<file path="src/rtl/vc_rr_mux.sv">
// N-virtual-channel multiplexer: one small FIFO per VC, drained round-robin onto
// a single registered output bus with a one-hot source-VC valid.
module vc_rr_mux #(
  parameter int BITNUMBER  = 5,
  parameter int NUM_VC     = 2,
  parameter int FIFO_DEPTH = 4,
  parameter int PTR_W      = 2
) (
  input  logic                        clk,
  input  logic                        reset,
  input  logic [NUM_VC-1:0]           valid_vc,
  input  logic [NUM_VC*BITNUMBER-1:0] data_in,
  input  logic                        pause,
  output logic [BITNUMBER-1:0]        data_out,
  output logic [NUM_VC-1:0]           valid_out,
  output logic [NUM_VC-1:0]           fifo_full,
  output logic [NUM_VC-1:0]           fifo_empty,
  output logic [NUM_VC-1:0]           overflow
);

  // Flow control: valid_vc[i] offers one word per cycle with no back-pressure;
  // a word offered to a full FIFO that is not popped that same cycle is dropped
  // and overflow[i] latches. pause=1 suppresses the pop for that cycle only;
  // valid_out is a one-cycle pulse per delivered word.

  localparam int              IDX_W   = (NUM_VC > 1) ? $clog2(NUM_VC) : 1;
  localparam logic [PTR_W:0]  DEPTH_C = (PTR_W + 1)'(FIFO_DEPTH);
  localparam logic [IDX_W-1:0] LAST_C = IDX_W'(NUM_VC - 1);

  logic [BITNUMBER-1:0] mem    [NUM_VC][FIFO_DEPTH];
  logic [PTR_W-1:0]     wr_ptr [NUM_VC];
  logic [PTR_W-1:0]     rd_ptr [NUM_VC];
  logic [PTR_W:0]       count  [NUM_VC];

  logic [IDX_W-1:0]     last_grant;
  logic [IDX_W-1:0]     grant_idx;
  logic                 grant_any;
  logic [NUM_VC-1:0]    nonempty;
  logic [NUM_VC-1:0]    pop;
  logic [NUM_VC-1:0]    push;
  logic [NUM_VC-1:0]    drop;

  // Status flags come straight from the registered counts, no lookahead.
  always_comb begin
    nonempty   = '0;
    fifo_full  = '0;
    fifo_empty = '0;
    for (int i = 0; i < NUM_VC; i++) begin
      nonempty[i]   = (count[i] != '0);
      fifo_full[i]  = (count[i] == DEPTH_C);
      fifo_empty[i] = (count[i] == '0);
    end
  end

  // Round-robin search starting just after the last granted VC.
  always_comb begin
    int               cand;
    logic [IDX_W-1:0] cand_idx;
    cand      = 0;
    cand_idx  = '0;
    grant_any = 1'b0;
    grant_idx = last_grant;
    for (int k = 1; k <= NUM_VC; k++) begin
      cand     = (int'(last_grant) + k) % NUM_VC;
      cand_idx = IDX_W'(cand);
      if (!grant_any && nonempty[cand_idx]) begin
        grant_any = 1'b1;
        grant_idx = cand_idx;
      end
    end
    if (pause) begin
      grant_any = 1'b0;
    end
  end

  always_comb begin
    pop = '0;
    if (grant_any) begin
      pop[grant_idx] = 1'b1;
    end
  end

  // A pop in the same cycle frees the slot, so a full FIFO can still accept.
  always_comb begin
    push = '0;
    drop = '0;
    for (int i = 0; i < NUM_VC; i++) begin
      push[i] = valid_vc[i] && ((count[i] != DEPTH_C) || pop[i]);
      drop[i] = valid_vc[i] && (count[i] == DEPTH_C) && !pop[i];
    end
  end

  always_ff @(posedge clk or negedge reset) begin
    if (!reset) begin
      for (int i = 0; i < NUM_VC; i++) begin
        wr_ptr[i]   <= '0;
        rd_ptr[i]   <= '0;
        count[i]    <= '0;
        overflow[i] <= 1'b0;
        for (int j = 0; j < FIFO_DEPTH; j++) begin
          mem[i][j] <= '0;
        end
      end
    end else begin
      for (int i = 0; i < NUM_VC; i++) begin
        if (push[i]) begin
          mem[i][wr_ptr[i]] <= data_in[i*BITNUMBER +: BITNUMBER];
          wr_ptr[i]         <= wr_ptr[i] + 1'b1;
        end
        if (pop[i]) begin
          rd_ptr[i] <= rd_ptr[i] + 1'b1;
        end
        case ({push[i], pop[i]})
          2'b10:   count[i] <= count[i] + 1'b1;
          2'b01:   count[i] <= count[i] - 1'b1;
          default: count[i] <= count[i];
        endcase
        if (drop[i]) begin
          overflow[i] <= 1'b1;
        end
      end
    end
  end

  // Output register; data_out keeps its last word when nothing is granted.
  always_ff @(posedge clk or negedge reset) begin
    if (!reset) begin
      data_out   <= '0;
      valid_out  <= '0;
      last_grant <= LAST_C;
    end else begin
      valid_out <= pop;
      if (grant_any) begin
        data_out   <= mem[grant_idx][rd_ptr[grant_idx]];
        last_grant <= grant_idx;
      end
    end
  end

endmodule
</file>
<file path="config.mk">
export PLATFORM = sky130hd
export DESIGN_NAME = vc_rr_mux
export DESIGN_NICKNAME = d
export VERILOG_FILES = /design/src/rtl/vc_rr_mux.sv
export SDC_FILE = /design/constraint.sdc
export NUM_CORES = 1
export LEC_CHECK = 0
export CAP_MARGIN = 20
export CORE_MARGIN = 5
export CORE_UTILIZATION = 40
export DETAILED_ROUTE_END_ITERATION = 10
export GPL_ROUTABILITY_DRIVEN = 0
export MAX_ROUTING_LAYER = met4
export PLACE_DENSITY_LB_ADDON = 0.3
export REMOVE_ABC_BUFFERS = 1
export SLEW_MARGIN = 20
export SYNTH_ARGS = -nofsm -noshare
export SYNTH_HDL_FRONTEND = slang
export SYNTH_SLANG_ARGS = --single-unit
</file>
<file path="constraint.sdc">
create_clock -name clk -period 5.2 [get_ports clk]
set_input_delay 1.04 -clock clk [delete_from_list [all_inputs] [get_ports clk]]
set_output_delay 1.04 -clock clk [all_outputs]
set_load 0.01 [all_outputs]
</file>
==> results.cfg <==
[logic_synthesis]
synth_commonest_cells = dfrtp_1 (63), mux2_2 (45), mux2i_1 (23)
synth_edf_count = 0
yosysMostFrequentCell = dfrtp_1
syn-mean-instance-area_sq_um = 13.3
ys_ff_latch = 64
synthCells = 236
synth_cell_type_count = 40
ys_top_cells_by_area = dfrtp_1 (50%), mux2_2 (16%), mux2i_1 (7.3%)
yosysSeqAreaShare = 0.509
yosys.area.top_type = dfrtp_1
syn_area_sq_um = 3150
yosysWarnings = 0
ys_dominant_reg_cell = dfrtp_1
yosys.area.top_type_share = 0.501
async_reset_ff_frac = 1.00

[global_routing]
use_met3 = 0.0510
met1_usage = 0.162
globalRouteTotalUtil = 0.131
gr-total-overflow = 0
grt.busiest_layer = met2
grt_pass1_vias = 2034
grt_pass1_wl_microns = 9750
antenna_found_initial = 0
grt_use_met2 = 0.200
grt_start_max_net_pins = 43

[clock_network]
cts_tree = yes
path_clk_slew_ns = 0.07
clockBufferDepth = 2
cts_buffers = 9
post-cts-setup-buffers = 0
cts_resized = 0
hold_buffers = 0
root_buffer = clkbuf_8
insertion_delay_ns = 0.34
cts.sinks = 64
htree_levels = 3

[floorplan]
fp.dieH_microns = 98.7
fp.dieArea_sq_um = 9740
die_x_microns = 98.7
num_io_pins = 28
start_util = 0.409
rows = 32
core_sq_um = 7690

[timing]
max_freq_ghz = 0.326
fin_crit_ns = 3.07
fin_ws_ns = 2.13
drv_slew = 0
fin_tns_setup_ns = 0
rsz0062_at_grt = false
finalSetupViolCount = 0
clock_skew_ns = 0.00845
hold_viol = 0
maxSlewHeadroom = 0.562
worst_slew_pin_slew_ns = 0.657
fin_crit_sh = 0.590
hold_ws_ns = 0.471

[route]
wl_per_cell_microns = 14.9
drc = 0
drt-initial-drc-count = 54
totalWireLength_microns = 5610
drtAntennaViolNets = 0
vias = 1923
drtPass1Iterations = 4
via_per_inst = 5.11

[setup_path]
timing.rr.start = count[1]$_DFFE_PN0P_
endpoint_kind = output pin
crit_required_ns = 4.16
worstSetupPathType = reg2out
startpoint_type = flop
path_max_fanout = 10
crit_start = count[1]$_DFFE_PN0P_
cp.arrival_ns = 2.03

[final_layout]
seq_area_sq_um = 1600
drive_gt1_frac = 0.259
syn_to_final_growth_pct = 18.3
stdcell_area_sq_um = 3720
diodes = 0
utilization = 0.484
fill_cells = 708
nets = 294
multi_input_area_sq_um = 1450

[power]
p_leak_nw = 1.64
powerDensity_nw_per_um2 = 642
vdd_drop_max_uv = 283

[worst_hold_path]
worstHoldPathType = reg2reg
min-delay-start = overflow[1]$_DFFE_PN0P_

[place]
place_area_sq_um = 3510
place.detailed.hpwl_microns = 4110
io_buffers = 27
preCtsSetupSlack_ns = 1.99

[run_status]
status = completed

[run]
cap_violations = 0
[critical path, cell delays in order, from the launching register on]
cell and delay [ns]:
dfrtp_1 0.40, or3_1 0.57, inv_1 0.18, clkdlybuf4s50_1 0.55
[layout make-up]
type,count,area share
repair buffers,28,0.0733
inverters,15,0.0151
clock inverters,3,0.0175
multi-input cells,151,0.389
clock buffers,13,0.0400
flip-flops and latches,64,0.430
well taps,102,0.0343
[path summary, 6_finish.rpt]
kind	endpoint	slack [ns]	cells past startpoint
worst max-delay path	fifo_empty[1]	2.13	3
worst min-delay path	overflow[1]$_DFFE_PN0P_	0.47	1
worst max register to register	count[5]$_DFFE_PN0P_	2.56	6
worst min register to register	overflow[1]$_DFFE_PN0P_	0.47	1
max in group asynchronous	mem[22]$_DFFE_PN0P_	3.60	2
min in group asynchronous	count[1]$_DFFE_PN0P_	0.68	1
[through the flow]
step,power [W],instances
floorplan,0.00166,230
global placement,0.00193,360
detailed placement,0.00196,360
CTS,0.00243,376
global route,0.00258,376
finish,0.00239,376
[flip-flops by register name (all words and copies together), names as in the netlist]
register and flops:
data_out 5, rd_ptr 4, wr_ptr 4, mem 40, last_grant 1, count 6
valid_out 2, overflow 2
[cells by family after synthesis]
| group | after synthesis | share of synthesized area |
|---|---|---|
| compound gates | 26 | 0.0752 |
| xor+xnor | 9 | 0.0251 |
| fa+ha+maj | 10 | 0.0445 |
| buf+inv | 21 | 0.0298 |
| flops | 64 | 0.509 |
| mux | 77 | 0.268 |
| simple gates | 29 | 0.0485 |
[layer usage]
| layer | wire length, microns | part of all wire |
|---|---|---|
| met2 | 2620 | 0.47 |
| met5 | 0 | 0 |
| met1 | 2660 | 0.47 |
| met4 | 78 | 0.014 |
| met3 | 247 | 0.044 |
[layout by cell type (no fill, tap or decap), types with 2 or more instances in the layout]
cell type	instances
dfrtp_1	63
mux2_2	45
clkdlybuf4s50_1	26
mux2i_1	23
inv_1	15
nand2_1	12
clkbuf_8	10
mux2_1	8
ha_1	8
nand3_1	6
xnor2_1	6
o221ai_1	5
o211ai_2	4
o21ai_0	3
xor2_1	3
a21oi_1	3
clkbuf_1	3
o21bai_1	2
fa_1	2
bufinv_16	2
[power by group]
part	switching, W	internal, W
logic	0.000421	0.000556
registers	0.000195	0.000760
clock network	0.000176	0.000283
Note: power is estimated with default switching activity, not from simulation.
==> RTL change 1: new RTL, same settings <==
Change the parameter `BITNUMBER` from 5 to 6.
--- a/src/rtl/vc_rr_mux.sv
+++ b/src/rtl/vc_rr_mux.sv
@@ -1,7 +1,7 @@
 // N-virtual-channel multiplexer: one small FIFO per VC, drained round-robin onto
 // a single registered output bus with a one-hot source-VC valid.
 module vc_rr_mux #(
-  parameter int BITNUMBER  = 5,
+  parameter int BITNUMBER  = 6,
   parameter int NUM_VC     = 2,
   parameter int FIFO_DEPTH = 4,
   parameter int PTR_W      = 2
Ports: changed (resized data_in and data_out); port bits go from 28 to 31. No check against the original RTL was run, so the function may have changed too.
==> RTL change 1 against the original RTL <==
Synthesized cell count up 16%. Count of clock-buffer cells in the layout fell by 1. Design area grew 12%. Setup slack got worse by 120 ps. Total power increased by 14%. Synthesized area grew 13%. Global-route usage up 0.58 points. Critical path type is now input pin to flop. Sequential cell count up 9. Non-clock buffer count increased by 3. Routed wire length up 20%.
==> RTL change 1: results (changes against the original RTL) <==
* Post-synthesis cell count at 274 (was 236)
* Pre-CTS WS at 1650 ps (was 1994 ps)
* Slew margin rel. at 0.4687 (was 0.5617)
* Share of layout cells above drive strength 1 at 0.2436 (was 0.2591)
* Fin Hold WS at 477.6 ps (was 471.1 ps)
* Post-Synth Adder-Cell Area at 0.04297 (was 0.04453)
* Hold Startpoint: overflow[0] (was overflow[1])
* Utilization after layout at 0.4790 (was 0.4844)
* Mux share of post-synthesis cell area at 0.2716 (was 0.2676)
* Lkg Pwr at 0.001834 uW (was 0.001638 uW)
* R2R Setup Slk at 2440 ps (was 2560 ps)
* Gr usage total at 0.1368 (was 0.1310)
* Clk_skew at 4.599 ps (was 8.454 ps)
* Seq/Total Area, Yosys at 0.5146 (was 0.5093)
* Critical path launch point: pause (was count[1])
* Int Pwr at 1805 uW (was 1598 uW)
* Drt total wl at 6741 um (was 5606 um)
* Dpl cell area at 3946 um^2 (was 3510 um^2)
* Worst Hold End: overflow[0] (was overflow[1])
* First-pass GRT wire length at 11610 um (was 9749 um)
* Synth Area in Compound Gates at 0.06798 (was 0.07515)
* Critical Path Sink: count[5] (was fifo_empty[1])
* Vias in the first global route at 2303 (was 2034)
* Dpl hpwl at 4755 um (was 4107 um)
* Fmax at 313.8 MHz (was 325.9 MHz)
* Largest registers: mem x48, count x6, data_out x6 (was mem x40, count x6, data_out x5)
* 1st-iter DRT viols at 74 (was 54)
* Reg2Reg Depth at 8 (was 6)
* Outcome: completed (unchanged)
## RTL change 1: power groups by stage
stage	clock network (uW)	logic, uW	registers [uW]
2_1_floorplan	0	850	1060
3_3_place_gp	0	1130	1100
3_5_place_dp	0	1160	1110
4_1_cts	490	1160	1100
5_1_grt	517	1280	1140
6_report	476	1140	1100
## RTL change 1: routing by layer
metal	global-route usage	wire, um
met5	-	0
met4	0.04070	112
met3	0.04035	290
met2	0.1972	3155
met1	0.1870	3182
## RTL change 1: final cells by class
| class | count | area, um^2 |
|---|---|---|
| fillers | 795 | 4522 |
| clock inverters | 3 | 65.06 |
| flip-flops and latches | 73 | 1828 |
| repair buffers | 31 | 302.8 |
| well taps | 108 | 135.1 |
| inverters | 14 | 52.55 |
| multi-input cells | 179 | 1628 |
| clock buffers | 12 | 145.1 |
## RTL change 1: worst reg2reg max path: stages (launching register included)
cell and delay (ps):
dfrtp_1 450, or3_1 490, a211oi_1 610, ha_1 290, inv_1 60, fa_1 380
xor2_1 150, nor2_1 110, xor2_1 150
==> RTL change 2: new RTL, same settings <==
Without the edit above. Register the output `overflow` once more, cleared by the reset; this adds one clock of latency there. The other outputs are not delayed to match. Comments in the files are not updated.
--- a/src/rtl/vc_rr_mux.sv
+++ b/src/rtl/vc_rr_mux.sv
@@ -26,6 +26,8 @@
   localparam int              IDX_W   = (NUM_VC > 1) ? $clog2(NUM_VC) : 1;
   localparam logic [PTR_W:0]  DEPTH_C = (PTR_W + 1)'(FIFO_DEPTH);
   localparam logic [IDX_W-1:0] LAST_C = IDX_W'(NUM_VC - 1);
+
+  logic [NUM_VC-1:0] overflow_s0;
 
   logic [BITNUMBER-1:0] mem    [NUM_VC][FIFO_DEPTH];
   logic [PTR_W-1:0]     wr_ptr [NUM_VC];
@@ -96,7 +98,7 @@
         wr_ptr[i]   <= '0;
         rd_ptr[i]   <= '0;
         count[i]    <= '0;
-        overflow[i] <= 1'b0;
+        overflow_s0[i] <= 1'b0;
         for (int j = 0; j < FIFO_DEPTH; j++) begin
           mem[i][j] <= '0;
         end
@@ -116,7 +118,7 @@
           default: count[i] <= count[i];
         endcase
         if (drop[i]) begin
-          overflow[i] <= 1'b1;
+          overflow_s0[i] <= 1'b1;
         end
       end
     end
@@ -137,4 +139,12 @@
     end
   end
 
+  always_ff @(posedge clk or negedge reset) begin
+    if (!reset) begin
+      overflow <= '0;
+    end else begin
+      overflow <= overflow_s0;
+    end
+  end
+
 endmodule
Check against the original RTL: not equivalent (a bounded check fails within 10 cycles, from zero or initial values and one cycle with reset low).
==> RTL change 2 against the original RTL <==
Setup slack better by 100 ps. Sequential power grew 3.0%. Routed wire length up 1.7%. Design area shrank 0.13%. Critical endpoint is now fifo_empty[0]. Largest cell class unchanged. Sequential cell count rose by 2. Clock power down 10%. Synthesized cell count down 0.85%. Count of clock-buffer cells in the layout shrank 2. Total power about the same. Synthesized area is 0.52% higher.
==> RTL change 2: results (changes against the original RTL) <==
* Sw frac at 0.3471 (was 0.3316)
* Slowest Stage Delay on Critical Path at 540 ps (was 570 ps)
* First-pass GRT wire length at 9597 um (was 9749 um)
* Synth Area per Inst at 13.52 um^2 (was 13.33 um^2)
* DR WL/cell at 15.24 um (was 14.91 um)
* Outcome: completed (unchanged)
* Clk_skew at 8.640 ps (was 8.454 ps)
* Fin. Hold Viols at 0 (unchanged)
* Async set-reset flop share out of synthesis at 1.000 (unchanged)
* Post-CTS setup buffer count at 0 (unchanged)
* Final nets at 293 (was 294)
* Seq/Total Area, Yosys at 0.5225 (was 0.5093)
* Post-CTS resize count at 0 (unchanged)
* Synth warn at 0 (unchanged)
* Unique masters post-synth at 38 (was 40)
* Top cells by count, synth: 65 x dfrtp_1, 39 x mux2_2, 18 x mux2i_1, 17 x inv_1, 14 x nand2_1 (was 63 x dfrtp_1, 45 x mux2_2, 23 x mux2i_1, 15 x inv_1, 12 x nand2_1)
* Lkg Pwr at 0.001651 uW (was 0.001638 uW)
* Hold crit path type: flop to flop (unchanged)
* Filler cells at 678 (was 708)
* Slowest-stage cell, CP: clkdlybuf4s50_1 (was or3_1)
* Placed Cells at 358 (was 360)
* Peak supply drop at 0.0002156 V (was 0.0002828 V)
* 1st-iter DRT viols at 94 (was 54)
* Dominant cells by area after synthesis: dfrtp_1 51%, mux2_2 14%, mux2i_1 5.7% (was dfrtp_1 50%, mux2_2 16%, mux2i_1 7.3%)
* Dpl hpwl at 4132 um (was 4107 um)
* Share of layout cells above drive strength 1 at 0.2794 (was 0.2591)
* Vias in the first global route at 1897 (was 2034)
* Gr usage total at 0.1316 (was 0.1310)
* Initial antenna violation count at 0 (unchanged)
* Worst Path Max Fanout at 6 (was 10)
* WP data arrival at 1920 ps (was 2030 ps)
* Worst-Margin Slew at 682.3 ps (was 657.4 ps)
* Number of diodes at 0 (unchanged)
* Non-filler cells, final at 374 (was 376)
* DR vias/cell at 4.968 (was 5.114)
* Largest net degree at the start of global routing at 47 (was 43)
==> RTL change 2: path summary, 6_finish.rpt <==
path	endpoint	slack (ps)	startpoint	cells after the start
max	fifo_empty[0]	2240	count[5]	3
min	overflow[0]	380	overflow_s0[0]	0
max reg2reg	count[5]	2500	count[1]	9
min reg2reg	overflow[0]	380	overflow_s0[0]	0
max in group asynchronous	overflow_s0[0]	3590	reset	2
min in group asynchronous	mem[39]	650	reset	1
==> RTL change 2: layer usage <==
| layer | track usage | vias up | part of all wire |
|---|---|---|---|
| met5 | - | - | 0 |
| met4 | 0.06933 | 0 | 0.016 |
| met3 | 0.02831 | 7 | 0.043 |
| met2 | 0.1844 | 39 | 0.46 |
| met1 | 0.1781 | 936 | 0.48 |
| li1 | - | 876 | - |
==> RTL change 2: cell type report <==
class	instances	share of cell area
multi-input combinational	145	0.3806
sequential	66	0.4445
clock buffer	11	0.03533
clock inverter	5	0.01480
timing repair buffer	28	0.07335
tap	102	0.03432
inverter	17	0.01716
==> RTL change 2: through the flow <==
step,area [um^2],setup WS [ps]
floorplan,3132,2676
global placement,3532,1959
detailed placement,3532,1899
CTS,3719,2198
global route,3719,2093
finish,3719,2237
==> RTL change 2: cell families (layout without fill, tap and decap cells) <==
| logic type | count (synthesis) | after routing | share of synthesized area |
|---|---|---|---|
| adders and majority gates | 11 | 11 | 0.04826 |
| buffers and inverters | 23 | 61 | 0.03006 |
| xor gates and xnor gates | 11 | 11 | 0.03283 |
| muxes | 65 | 65 | 0.2421 |
| DFF | 66 | 66 | 0.5225 |
| AOI/OAI and AO/OA | 26 | 26 | 0.06765 |
| and+or+nand+nor | 32 | 32 | 0.05657 |
==> RTL change 2: worst max-delay path: cells and delay by family (launching register included) <==
family	cells	cell delay (ps)
buffers and inverters	2	660
AND/OR/NAND/NOR	1	530
flip-flops	1	400
==> RTL change 2: power groups by stage <==
stage | Sequential, uW | Clock (uW) | Combinational (uW)
2_1_floorplan | 954 | 0 | 743
3_3_place_gp | 986 | 0 | 990
3_5_place_dp | 995 | 0 | 1010
4_1_cts | 988 | 428 | 1010
5_1_grt | 1020 | 452 | 1100
6_report | 984 | 411 | 994
